<file path="src/rtl/decode_stage.sv">
// rtl/decode_stage.sv - RV32I decode stage with forwarding flags, load-use interlock and stallable/flushable ID/EX register
module decode_stage #(
    parameter int XLEN        = 32,
    parameter int FLUSH_DEPTH = 1
) (
    input  logic            clk,
    input  logic            reset,
    input  logic [31:0]     instr_in,
    input  logic [XLEN-1:0] pc_in,
    input  logic            instr_valid,
    input  logic            stall_in,
    input  logic            flush,
    output logic [4:0]      rf_rs1_addr,
    output logic [4:0]      rf_rs2_addr,
    input  logic [XLEN-1:0] rf_rs1_data,
    input  logic [XLEN-1:0] rf_rs2_data,
    output logic [11:0]     operation,
    output logic [XLEN-1:0] rs1,
    output logic [XLEN-1:0] rs2,
    output logic [XLEN-1:0] imm,
    output logic [4:0]      rd,
    output logic            rs1_fwd,
    output logic            rs2_fwd,
    output logic [XLEN-1:0] pc,
    output logic            isBranch,
    output logic            valid_out,
    output logic            stall_out,
    output logic            illegal
);

    localparam logic [6:0] OPC_OP     = 7'b0110011;
    localparam logic [6:0] OPC_OP_IMM = 7'b0010011;
    localparam logic [6:0] OPC_LOAD   = 7'b0000011;
    localparam logic [6:0] OPC_STORE  = 7'b0100011;
    localparam logic [6:0] OPC_BRANCH = 7'b1100011;
    localparam logic [6:0] OPC_JAL    = 7'b1101111;
    localparam logic [6:0] OPC_JALR   = 7'b1100111;
    localparam logic [6:0] OPC_LUI    = 7'b0110111;
    localparam logic [6:0] OPC_AUIPC  = 7'b0010111;

    localparam int CW = (FLUSH_DEPTH > 1) ? $clog2(FLUSH_DEPTH) : 1;

    // writes/load travel with the instruction so hazards are judged against what execute holds
    typedef struct packed {
        logic [11:0]     op;
        logic [XLEN-1:0] rs1;
        logic [XLEN-1:0] rs2;
        logic [XLEN-1:0] imm;
        logic [4:0]      rd;
        logic            fwd1;
        logic            fwd2;
        logic [XLEN-1:0] pc;
        logic            branch;
        logic            valid;
        logic            writes;
        logic            load;
    } idex_t;

    idex_t          idex_q;
    idex_t          decoded;
    idex_t          bubble;
    logic [CW-1:0]  flush_cnt;
    logic           illegal_q;

    logic [6:0]     opcode;
    logic [2:0]     funct3;
    logic [4:0]     rd_field;
    logic [31:0]    imm32;
    logic [1:0]     op_hi;
    logic           legal;
    logic           is_load;
    logic           is_branch;
    logic           writes_rd;
    logic           in_flush;
    logic           interlock;
    logic           issue;

    assign opcode      = instr_in[6:0];
    assign funct3      = instr_in[14:12];
    assign rd_field    = instr_in[11:7];
    assign rf_rs1_addr = instr_in[19:15];
    assign rf_rs2_addr = instr_in[24:20];

    always_comb begin
        legal     = 1'b1;
        is_load   = 1'b0;
        is_branch = 1'b0;
        writes_rd = 1'b1;
        imm32     = '0;
        op_hi     = 2'b00;
        case (opcode)
            OPC_OP: begin
                op_hi = {instr_in[30], instr_in[25]};
            end
            OPC_OP_IMM: begin
                imm32 = {{20{instr_in[31]}}, instr_in[31:20]};
                if (funct3 == 3'b101) op_hi = {instr_in[30], instr_in[25]};
            end
            OPC_LOAD: begin
                imm32   = {{20{instr_in[31]}}, instr_in[31:20]};
                is_load = 1'b1;
            end
            OPC_JALR: begin
                imm32     = {{20{instr_in[31]}}, instr_in[31:20]};
                is_branch = 1'b1;
            end
            OPC_STORE: begin
                imm32     = {{21{instr_in[31]}}, instr_in[30:25], instr_in[11:7]};
                writes_rd = 1'b0;
            end
            OPC_BRANCH: begin
                imm32     = {{20{instr_in[31]}}, instr_in[7], instr_in[30:25], instr_in[11:8], 1'b0};
                is_branch = 1'b1;
                writes_rd = 1'b0;
            end
            OPC_LUI, OPC_AUIPC: begin
                imm32 = {instr_in[31:12], 12'b0};
            end
            OPC_JAL: begin
                imm32     = {{12{instr_in[31]}}, instr_in[19:12], instr_in[20], instr_in[30:21], 1'b0};
                is_branch = 1'b1;
            end
            default: begin
                legal     = 1'b0;
                writes_rd = 1'b0;
            end
        endcase
        if (rd_field == 5'd0) writes_rd = 1'b0;
    end

    always_comb begin
        in_flush  = flush || (flush_cnt != '0);
        interlock = idex_q.load && instr_valid && (idex_q.rd != 5'd0) &&
                    ((rf_rs1_addr == idex_q.rd) || (rf_rs2_addr == idex_q.rd));
        issue     = !in_flush && !stall_in && !interlock && instr_valid && legal;
        stall_out = !in_flush && (interlock || stall_in);
    end

    always_comb begin
        bubble    = '0;
        bubble.op = 12'h013;

        decoded        = '0;
        decoded.op     = {op_hi, funct3, opcode};
        decoded.rs1    = rf_rs1_data;
        decoded.rs2    = rf_rs2_data;
        decoded.imm    = XLEN'($signed(imm32));
        decoded.rd     = rd_field;
        decoded.fwd1   = issue && idex_q.writes && (rf_rs1_addr == idex_q.rd);
        decoded.fwd2   = issue && idex_q.writes && (rf_rs2_addr == idex_q.rd);
        decoded.pc     = pc_in;
        decoded.branch = is_branch;
        decoded.valid  = 1'b1;
        decoded.writes = writes_rd;
        decoded.load   = is_load;
    end

    always_ff @(posedge clk or negedge reset) begin
        if (!reset) begin
            idex_q    <= bubble;
            flush_cnt <= '0;
            illegal_q <= 1'b0;
        end else if (flush) begin
            idex_q    <= bubble;
            flush_cnt <= CW'(FLUSH_DEPTH - 1);
            illegal_q <= 1'b0;
        end else if (flush_cnt != '0) begin
            idex_q    <= bubble;
            flush_cnt <= flush_cnt - CW'(1);
            illegal_q <= 1'b0;
        end else if (stall_in) begin
            illegal_q <= 1'b0;
        end else if (issue) begin
            idex_q    <= decoded;
            illegal_q <= 1'b0;
        end else begin
            idex_q    <= bubble;
            illegal_q <= instr_valid && !interlock && !legal;
        end
    end

    assign operation = idex_q.op;
    assign rs1       = idex_q.rs1;
    assign rs2       = idex_q.rs2;
    assign imm       = idex_q.imm;
    assign rd        = idex_q.rd;
    assign rs1_fwd   = idex_q.fwd1;
    assign rs2_fwd   = idex_q.fwd2;
    assign pc        = idex_q.pc;
    assign isBranch  = idex_q.branch;
    assign valid_out = idex_q.valid;
    assign illegal   = illegal_q;

endmodule

</file>
<file path="config.mk">
export PLATFORM = sky130hd
export DESIGN_NAME = decode_stage
export DESIGN_NICKNAME = d
export VERILOG_FILES = /design/src/rtl/decode_stage.sv
export SDC_FILE = /design/constraint.sdc
export NUM_CORES = 1
export LEC_CHECK = 0
export ABC_AREA = 1
export BUFFER_PORTS_ARGS = -buffer_cell sky130_fd_sc_hd__buf_2
export CAP_MARGIN = 10
export CORE_MARGIN = 2
export CORE_UTILIZATION = 54
export CTS_CLUSTER_DIAMETER = 80
export CTS_CLUSTER_SIZE = 28
export DETAILED_ROUTE_END_ITERATION = 8
export PLACE_DENSITY = 0.86
export SLEW_MARGIN = 20
export SYNTH_ARGS = -nofsm -noshare
export SYNTH_HDL_FRONTEND = slang
export SYNTH_SLANG_ARGS = --single-unit
</file>
<file path="constraint.sdc">
create_clock -name clk -period 4.6 [get_ports clk]
set_clock_uncertainty 0.15 [all_clocks]
set_input_delay 0.92 -clock clk [delete_from_list [all_inputs] [get_ports clk]]
set_output_delay 0.92 -clock clk [all_outputs]
set_load 0.05 [all_outputs]
</file>
==> results.md <==
- Max IR drop VDD: roughly 0.23 mV
- Top FF cell, synth: dfrtp_1
- Die area: roughly 16,000 um2
- Worst-case clock buffer depth: 2
- P&R area growth vs syn: 12.4%
- CP Class: input port to primary output
- Via count: roughly 6,300
- Worst path bufs/invs: 3
- Crit-path slowest cell: buf_2
- Startpoint Class: input port
- Cells after DPL: 1,252
- DIE WIDTH: between 100 and 150 um
- Post-synth EDFFs: 0
- IO Count: between 200 and 300
- CP Capture Type: primary output
- Mapped Area: between 8000 and 9000 um2
- Unrepaired setup endpoints after global routing: false
- Final hold violation count: 0
- Initial antenna violation count: 0
- Sw frac: 24.7%
- Most common cell after layout, fill and taps aside: buf_2
- Share of layout cells above drive strength 1: 39.7%
- Finished Layout Cells: about 1,300
- YS warnings: 0
- Die extent in y: between 100 and 150 um
- Clk pin slew, worst setup/hold paths: 0.06 ns
- Total setup buffers inserted after CTS: 0
- H-tree levels: 4
- Routed WL per cell: ~15 um
- #FFs+latches synth: between 150 and 200
- Site Rows: between 40 and 50
- Combinational Power Share: 8.3%
- Drt pass-1 iters: 6
- Pleak: about 5.5 nW
- Post-CTS resize count: 0
- Gate Count Post-Synth: 960
- Diodes inserted: 0
- Worst Path Required: 3.53 ns
- Slew @ Worst Pin: 1.06 ns
- Global-route wire length before repair: 31,300 um
- Net switching power: 0.000739 W
- Maximum operating frequency: around 330 MHz
- Critical Path Max Stage Delay: between 0.2 and 0.3 ns
- Synthesized net count: around 1,100
- Via density per instance: ~4.9
- IO buf count: approximately 290
- CP most frequent cell: nand2_1
- DR iter-0 viols: approximately 300
- Critical path data arrival time: 2.01 ns
- Total gr overflow: 0
- Reg2Reg Setup Slack: just under 2 ns
- Initial core utilization: between 50% and 60%
- Remaining antenna violation count: 0
- Asr flop ratio synth: 100%
- CP top delay family: buffers and inverters
- Sequential area share after synthesis: a little under half
- Final Slew Violations: 0
- Final wirelength: between 15,000 and 20,000 um
- Core box area: 14,600 um2
- Clk pwr share: approximately 47%
- Gr usage total: 24.4%
- Worst Path Max Fanout: 4
- Sink Count: 152
- HP Class: register to register
- CTS tree: yes
- Pwr dens: 325 nW/um2
- Setup TNS: 0 ns
- Status: complete, no violations
- Final period util: between 60% and 70%
- Largest net degree at the start of global routing: 102
- Detailed-placement wirelength estimate: 14,000 um
- Reg power frac: between 40% and 50%
- Root Driver: clkbuf_16
- Cts hold-fix bufs: 0
- Routability cong.: 0.972
- Count of final setup violators: 0
- Worst-skew pair later-pin latency: 0.41 ns
- Max-Cap Viols: 0
- Cell Chain, Critical Path: buf_2 > inv_1 > nand2_1 > nand2_1 > nor2_1 > nand3_1 > nand2_1 > nand2_1 > o21ai_0 > buf_2
- TritonCTS Buffers: 17
- Slew margin rel.: 29.1%
- Pint: between 0.002 and 0.0025 W
- Cell variety after synth: 30
- Mean post-synth cell area: 8.52 um2
- Most frequent cells in the layout: buf_2 (292), nand2_1 (239), dfrtp_1 (149), inv_1 (128), o21ai_2 (80)
- DRC: 0
- Vias in the first global route: 6,118
- Final net count: 1,220
- Final worst path period need: about 3.1 ns
- Total Power: between 0.002 and 0.003 W
## sequential cells by signal, summed over array words and instances, names as in the netlist
signal,count
imm,32
pc,32
rs1,32
rs2,32
operation,12
rd,5
idex_q,2
illegal,1
isBranch,1
rs1_fwd,1
rs2_fwd,1
valid_out,1
## per-stage QoR
| stage | hold slack (ns) | cell area (um2) | setup WS (ns) | utilization, % |
|---|---|---|---|---|
| 2_1_floorplan | 0.301 | 8180 | 0.774 | - |
| 3_3_place_gp | 0.309 | 8600 | 1.39 | 58.7 |
| 3_5_place_dp | 0.311 | 8600 | 1.30 | 58.7 |
| 4_1_cts | 0.327 | 9190 | 1.51 | 62.8 |
| 5_1_grt | 0.340 | 9190 | 1.33 | 62.8 |
| 6_report | 0.324 | 9190 | 1.52 | 62.8 |
## metal layers
metal	up-vias	global-route usage, %	share of wire [%]
met3	47	6.87	8.0
met4	0	10.6	3.3
met2	289	40.9	49
li1	3066	-	-
met5	-	0	0
met1	2903	29.6	40
## worst min-delay path: stages (launching register included)
cell and delay (ns):
dfrtp_1 0.34, nand2_1 0.05, nand2_1 0.05
## Yosys cell counts, types with 2 or more instances
library cell	count	area, um2
nand2_1	239	897
buf_4	155	1160
dfrtp_1	149	3730
inv_1	128	480
o21ai_2	80	701
nor2_1	38	143
nand4_1	34	213
o21ai_0	30	150
clkbuf_1	23	86.3
nand3_1	19	95.1
o21ai_1	13	65.1
buf_6	9	101
buf_2	6	30.0
inv_2	5	18.8
a21boi_0	4	30.0
dfstp_2	3	78.8
nand3b_1	3	22.5
nor3_1	3	15.0
or2_2	3	18.8
nand2_2	2	12.5
nand3_2	2	20.0
nor2_2	2	12.5
nor2_4	2	22.5
xnor2_1	2	17.5
## power groups by stage
stage	Clock, W	Sequential, W	Combinational (W)
detailed placement	0	0.00137	0.000249
global placement	0	0.00137	0.000247
global route	0.00148	0.00135	0.000274
finish	0.00139	0.00135	0.000248
CTS	0.00142	0.00135	0.000250
floorplan	0	0.00137	0.000138
## logic make-up (layout without fill, tap and decap cells)
family	count (synthesis)	count (layout)	share of synthesized area (%)
buf+inv	327	467	23.0
simple gates	350	350	18.4
compound gates	129	129	11.8
xor+xnor	2	2	0.214
flops	152	152	46.6
## final cells by class
class / instances / area, um2
sequential: 152 / 3810
clock buffer: 19 / 453
timing repair buffer: 302 / 1550
fill: 1237 / 5450
tap: 184 / 230
clock inverter: 13 / 145
inverter: 133 / 499
multi-input combinational: 481 / 2510
## final timing paths
| check | cells after the start | to | startpoint |
|---|---|---|---|
| max reg2reg | 9 | rs2[18]$_DFFE_PN0P_ | rd[2]$_DFFE_PN0P_ |
| max in group asynchronous | 2 | rs2[0]$_DFFE_PN0P_ | reset |
| min | 2 | operation[11]$_DFFE_PN0P_ | operation[11]$_DFFE_PN0P_ |
| min reg2reg | 2 | operation[11]$_DFFE_PN0P_ | operation[11]$_DFFE_PN0P_ |
| min in group asynchronous | 1 | rs1[23]$_DFFE_PN0P_ | reset |
| max | 10 | stall_out | instr_in[24] |
Power figures use the tool's default switching activity.
